===== config.mk =====
export PLATFORM = sky130hd
export DESIGN_NAME = event_packetizer
export DESIGN_NICKNAME = d
export VERILOG_FILES = /design/src/rtl/event_packetizer.sv
export SDC_FILE = /design/constraint.sdc
export NUM_CORES = 1
export LEC_CHECK = 0
export ABC_AREA = 0
export ABC_CLOCK_PERIOD_IN_PS = 4300
export CORE_MARGIN = 3
export CORE_UTILIZATION = 35
export DETAILED_ROUTE_END_ITERATION = 16
export PLACE_DENSITY = 0.54
export REMOVE_ABC_BUFFERS = 1
export SYNTH_ARGS = -nofsm -noshare
export SYNTH_HDL_FRONTEND = slang
export SYNTH_SLANG_ARGS = --single-unit

===== constraint.sdc =====
create_clock -name clk_i -period 4.3 [get_ports clk_i]
set_clock_uncertainty 0.15 [all_clocks]
set_input_delay 1.075 -clock clk_i [delete_from_list [all_inputs] [get_ports clk_i]]
set_output_delay 1.075 -clock clk_i [all_outputs]
set_load 0.02 [all_outputs]

===== src/rtl/event_packetizer.sv =====
// Timestamps pixel-arbiter grants, buffers them in a show-ahead FIFO and streams them out over valid/ready.
// Optional feature: define EVT_TS_EN to build the timestamp counter and prepend ts to each event word.
module event_packetizer #(
  parameter int X_W      = 4,
  parameter int Y_W      = 4,
  parameter int TS_W     = 16,
  parameter int DEPTH    = 8,
  parameter int HOLD_LVL = 6,
  parameter int DROP_W   = 8
) (
  input  logic                       clk_i,
  input  logic                       reset_i,
  input  logic                       active_i,
  input  logic [X_W-1:0]             x_add_i,
  input  logic [Y_W-1:0]             y_add_i,
`ifdef EVT_TS_EN
  output logic [TS_W+Y_W+X_W-1:0]    evt_data_o,
`else
  output logic [Y_W+X_W-1:0]         evt_data_o,
`endif
  output logic                       evt_valid_o,
  input  logic                       evt_ready_i,
  output logic                       hold_o,
  output logic [$clog2(DEPTH):0]     level_o,
  output logic [DROP_W-1:0]          drop_cnt_o
);

  localparam int AW = $clog2(DEPTH);
  localparam int LW = AW + 1;
`ifdef EVT_TS_EN
  localparam int D_W = TS_W + Y_W + X_W;
`else
  localparam int D_W = Y_W + X_W;
`endif

  if (DEPTH < 4 || (DEPTH & (DEPTH - 1)) != 0) begin : g_bad_depth
    $error("event_packetizer: DEPTH must be a power of 2 and >= 4");
  end
  if (HOLD_LVL < 1 || HOLD_LVL > DEPTH) begin : g_bad_hold
    $error("event_packetizer: HOLD_LVL must be in 1..DEPTH");
  end
  if (TS_W < 1) begin : g_bad_ts
    $error("event_packetizer: TS_W must be at least 1");
  end

  logic [D_W-1:0]    mem_q [DEPTH];
  logic [AW-1:0]     wr_ptr_q, wr_ptr_d;
  logic [AW-1:0]     rd_ptr_q, rd_ptr_d;
  logic [LW-1:0]     level_q, level_d;
  logic [DROP_W-1:0] drop_q, drop_d;
  logic [D_W-1:0]    wr_word;
  logic              full, push, pop;

  // Full is judged on the registered level only, so a same-cycle pop never frees room for a grant.
  assign full = (level_q == LW'(DEPTH));
  assign push = active_i && !full && !reset_i;
  assign pop  = evt_valid_o && evt_ready_i;

`ifdef EVT_TS_EN
  logic [TS_W-1:0] ts_q, ts_d;

  always_comb begin
    ts_d = ts_q + TS_W'(1);
  end

  always_ff @(posedge clk_i) begin
    if (reset_i) ts_q <= '0;
    else         ts_q <= ts_d;
  end

  assign wr_word = {ts_q, y_add_i, x_add_i};
`else
  assign wr_word = {y_add_i, x_add_i};
`endif

  always_comb begin
    wr_ptr_d = wr_ptr_q;
    rd_ptr_d = rd_ptr_q;
    level_d  = level_q;
    drop_d   = drop_q;
    if (push) wr_ptr_d = wr_ptr_q + AW'(1);
    if (pop)  rd_ptr_d = rd_ptr_q + AW'(1);
    case ({push, pop})
      2'b10:   level_d = level_q + LW'(1);
      2'b01:   level_d = level_q - LW'(1);
      default: level_d = level_q;
    endcase
    if (active_i && full && (drop_q != {DROP_W{1'b1}})) drop_d = drop_q + DROP_W'(1);
  end

  // NOTE: state flops use non-blocking assignments so every register samples pre-edge values.
  always_ff @(posedge clk_i) begin
    if (reset_i) begin
      wr_ptr_q <= '0;
      rd_ptr_q <= '0;
      level_q  <= '0;
      drop_q   <= '0;
    end else begin
      wr_ptr_q <= wr_ptr_d;
      rd_ptr_q <= rd_ptr_d;
      level_q  <= level_d;
      drop_q   <= drop_d;
    end
  end

  // NOTE: storage has no reset; level gates validity, so stale contents are never observed.
  always_ff @(posedge clk_i) begin
    if (push) mem_q[wr_ptr_q] <= wr_word;
  end

  assign evt_data_o  = mem_q[rd_ptr_q];
  assign evt_valid_o = (level_q != '0);
  assign hold_o      = (level_q >= LW'(HOLD_LVL));
  assign level_o     = level_q;
  assign drop_cnt_o  = drop_q;

endmodule

# Word-level counts from Yosys, hierarchy flattened

Memory sizes are Yosys's and may differ from the RTL's. A register that Yosys moved wholly into a read port is not among the register bits.
Index checks and enable logic that the tools add are counted.
W data, S select, Z words.

Word-level logic and storage cells: 29
Bits in registers: 18
Output and inout port bits: 22
RAM bits: 64
Input bits: 12
Memories: 1

Memory list:

| memory | depth | bits a word | read ports | clocked after Yosys merged registers in | write ports | line | text |
|---|---|---|---|---|---|---|---|
| mem_q  | 8     | 8           | 1          | 1                                       | 1           | 46   | `logic [D_W-1:0] mem_q [DEPTH];` |

Magnitude comparators: 1
Eq/ne operators: 4
$add $sub $neg: 5
Reduce and logical (&&, ||, !) cells: 9
Mux-type cells: 5

Operators by type and width:

| kind                  | count |
|---|---|
| $add A8 B1 Y8 const B | 1 |
| $ne A8 B8 Y1 const B  | 1 |
| $pmux W4 S2           | 1 |
| $add A3 B1 Y3 const B | 2 |
| $mux W3               | 2 |
| $logic_and A1 B1 Y1   | 5 |
| $add A4 B1 Y4 const B | 1 |
| $eq A4 B4 Y1 const B  | 1 |
| $ge A4 B3 Y1 const B  | 1 |
| $reduce_bool A4 Y1    | 1 |
| $sub A4 B1 Y4 const B | 1 |
| $eq A2 B1 Y1 const B  | 1 |
| $eq A2 B2 Y1 const B  | 1 |
| $logic_not A1 Y1      | 2 |
| $mux W1               | 2 |
| $reduce_bool A2 Y1    | 1 |

# Longest topological paths before layout

Depth after elaboration: 6
Gate-level depth with buffers: 11
Depth with buffers taken out: 10

# Least setup slack after synthesis

No wires, ideal clock.

Kind: in2reg
Start: in active_i
End: reg level_q[2], in the netlist level_o[2]
Library setup time: 0.070 ns
Stages: 10
Setup slack: 1.269 ns
Required time: 4.080 ns
Path buffers: 0
Data arrival time: 2.811 ns
Cells stage by stage: inv_1 -> nor3_1 -> inv_1 -> ha_1 -> xor2_1 -> ha_1 -> a21oi_1 -> xor2_1 -> or3_1 -> a21oi_1

Word-level cells in the longest chain between the ends: 4
Elaborated cells between the ends (all ways): 6
Classes of those cells: eq/ne: 2; mux: 1; reduce/logical: 3

Ends and longest elaborated chain:

| item                                                     | line | text |
|---|---|---|
| start: declaration                                       | 13   | `input logic active_i,` |
| $logic_and A1 B1 Y1 (*) (2 in series)                    | 56   | `assign push = active_i && !full && !reset_i;` |
| $eq A2 B1 Y1 / $eq A2 B2 Y1 (equally long branches)      | 83   | `case ({push, pop})` |
| $pmux W4 S2 / $reduce_bool A2 Y1 (equally long branches) | -    |  |
| end signal: assignment                                   | 101  | `level_q <= level_d;` |
| end: declaration                                         | 49   | `logic [LW-1:0] level_q, level_d;` |

Mark *: on every way between the ends. The rest lies on a longest branch, timed or not.
A chain may end at the register's enable or synchronous reset.

==> results.toml <==
[pwr]
p_switching_w = 0.000596
power_frac_seq = 0.476
p_total_w = 0.00206
power_frac_comb = 0.252
leakagePower_nw = 1.37
clkPwrFrac = 0.272
power_density_nw_per_um2 = 489
intPower_w = 0.00146
swShare = 0.289
vdd_drop_max_mv = 0.322

[floorplanning]
ios = 34
rows = 35
die_y_um = 106
fp.dieW_um = 106
core_area_um2 = 9460
initial_utilization = 0.367
die_area_um2 = 11200

[logic_synthesis]
synth.distinct_cells = 37
synthMuxAreaShare = 0.141
syn_area_um2 = 3480
synth_top_family_by_area = "multiplexers"
synth_compound_area_frac = 0.0364
yosys-top-cells-count = "64 x edfxtp_1, 21 x dfxtp_1, 17 x nor2_1, 16 x mux4_2"
syn_avg_cell_area_um2 = 16.0
synth_edf_count = 64
synth_area_leader_cell = "edfxtp_1"
synth-simple-area-share = 0.0882
syn-instance-count = 217
synth.most_common_cell = "edfxtp_1"
yosys-top-cells-area = "edfxtp_1 55%, dfxtp_1 12%, mux4_2 10%, mux2_2 2.9%, ha_1 2.2%"
ys_warn_count = 0
seq_area_frac_synth = 0.674
synthArstFlopShare = 0
synth_seq_cells = 85
yosysTopAreaCellShare = 0.553
ys.flop_type = "edfxtp_1"
yosys.area_share.adder = 0.0216
synth_xor_area_frac = 0.0202

[run]
maxCapViolCount = 0

[clock_network]
numCtsBuffers = 9
clock-sinks = 85
hold_buffers = 0
htreeDepth = 3
cts-root-buf = "clkbuf_8"
clk_latency_ns = 0.35
clkTransAtPathRegs_ns = 0.08
cts_resized = 0
clockBufferDepth = 2
cts_tree = "done"
postCtsSetupBuffers = 0

[route]
wl_per_cell_um = 16.1
vias = 1937
drt-total-wl_mm = 6.41
drc = 0
viasPerCell = 4.87
first_pass_iters = 4
drt_iter0_drc = 58
ant_nets = 0

[placed_design]
placed_cell_area_um2 = 4010
numPortBuffers = 33
gp_congestion = 0.689
pre_cts_ws_ns = 0.658
dp_hpwl_mm = 4.05

[layout]
final_util = 0.445
area_growth_syn_to_layout_pct = 21.1
final_area_um2 = 4210
drive_above_1_share = 0.204
insertedDiodeCount = 0
layout.nets = 282

[setup_path]
crit_type = "register to primary output"
r2r_setup_slack_ns = 1.46
worstSetupStartpointType = "register"
crit_fanout = 16
reg2reg_depth = 10
worstPathRequired_ns = 3.07
end_kind = "primary output"
worst_ep_arrival_time_ns = 2.35

[timing]
hold_violations = 0
layout_setup_ws_ns = 0.729
tightest_slew_ns = 0.779
fmax_mhz = 280
maxSlewViolCount = 0
setup_tns_ns = 0
slew_headroom = 0.472
fin_crit_sh = 0.830
period_needed_ns = 3.57
rsz0062_at_grt = "false"
setup-violations-final = 0

[global_route]
gr-total-overflow = 0
antenna_found_initial = 0
grt_use_total = 0.126
grt_pass1_vias = 2046
grt_max_degree = 21
grt_first_pass_wirelength_mm = 10.7

[worst_hold_path]
worstHoldPathCells = 2
hp-class = "register to register"

[status]
status = "complete, no violations"
[placed cells by master, fill, tap and decap left out, types with 2 or more instances in the layout]
| cell | instances |
|---|---|
| o21ai_0 | 7 |
| nor3b_1 | 3 |
| buf_4 | 12 |
| or4_1 | 2 |
| nor2_1 | 17 |
| mux2_2 | 9 |
| edfxtp_1 | 64 |
| mux4_2 | 16 |
| clkbuf_8 | 9 |
| nand3_1 | 7 |
| ha_1 | 6 |
| a21oi_1 | 9 |
| nand2b_1 | 4 |
| inv_6 | 2 |
| clkdlybuf4s50_1 | 33 |
| xor2_1 | 7 |
| inv_1 | 5 |
| clkinv_2 | 2 |
| mux2i_1 | 3 |
| or3_1 | 4 |
| nand2_1 | 5 |
| nor3_1 | 4 |
| dfxtp_1 | 21 |
[sequential cells by signal, summed over array words and instances (netlist names), named ones only]
name and count:
drop_cnt_o 8, level_o 4, mem_q 64, rd_ptr_q 3, wr_ptr_q 3
[critical path, stage by stage, from the launching register on]
cell	delay [ns]
dfxtp_1	0.31
buf_4	0.31
mux4_2	0.55
mux2_2	0.28
clkdlybuf4s50_1	0.54
[through the flow]
stage	hold WS [ns]	std cells
after CTS	0.347	398
after detailed placement	0.332	382
after global placement	0.323	382
final	0.342	398
after global routing	0.385	398
after floorplan	0.297	208
[power by group through the flow]
stage                     clock network [W]  registers (W)  logic, W
final                              0.000559       0.000980  0.000519
after global routing               0.000605       0.000990  0.000573
after CTS                          0.000575       0.000981  0.000530
after detailed placement                  0        0.00100  0.000526
after global placement                    0       0.000998  0.000523
after floorplan                           0        0.00103  0.000299
[path summary, 6_finish.rpt]
kind | to | startpoint
setup reg to reg | level_o[2]$_SDFFE_PP0P_ | level_o[1]$_SDFFE_PP0P_
hold / removal | rd_ptr_q[1]$_SDFFE_PP0P_ | rd_ptr_q[1]$_SDFFE_PP0P_
setup / recovery | evt_data_o[7] | register
hold reg to reg | rd_ptr_q[1]$_SDFFE_PP0P_ | rd_ptr_q[1]$_SDFFE_PP0P_
[final cells by class]
cell class | count | area [µm²]
Tap cell | 129 | 161
Inverter | 5 | 18.8
Timing Repair Buffer | 45 | 420
Sequential cell | 85 | 2340
Multi-Input combinational cell | 118 | 1070
Clock inverter | 7 | 73.8
Fill cell | 882 | 5250
Clock buffer | 9 | 124
[kinds of logic after synthesis]
family	count (synthesis)
adder cells (fa/ha/maj)	6
AND/OR/NAND/NOR	54
AO/OA/AOI/OAI	22
XOR/XNOR	8
multiplexers	28
buffers and inverters	14
flip-flops	85
[per-layer routing]
metal / wire (µm) / vias to the layer above / GRT usage
li1: - / 935 / -
met1: 3040 / 954 / 0.165
met4: 63 / 0 / 0.0333
met2: 3020 / 41 / 0.199
met3: 295 / 7 / 0.0441
met5: 0 / - / 0
Note: power is estimated with default switching activity, not from simulation.
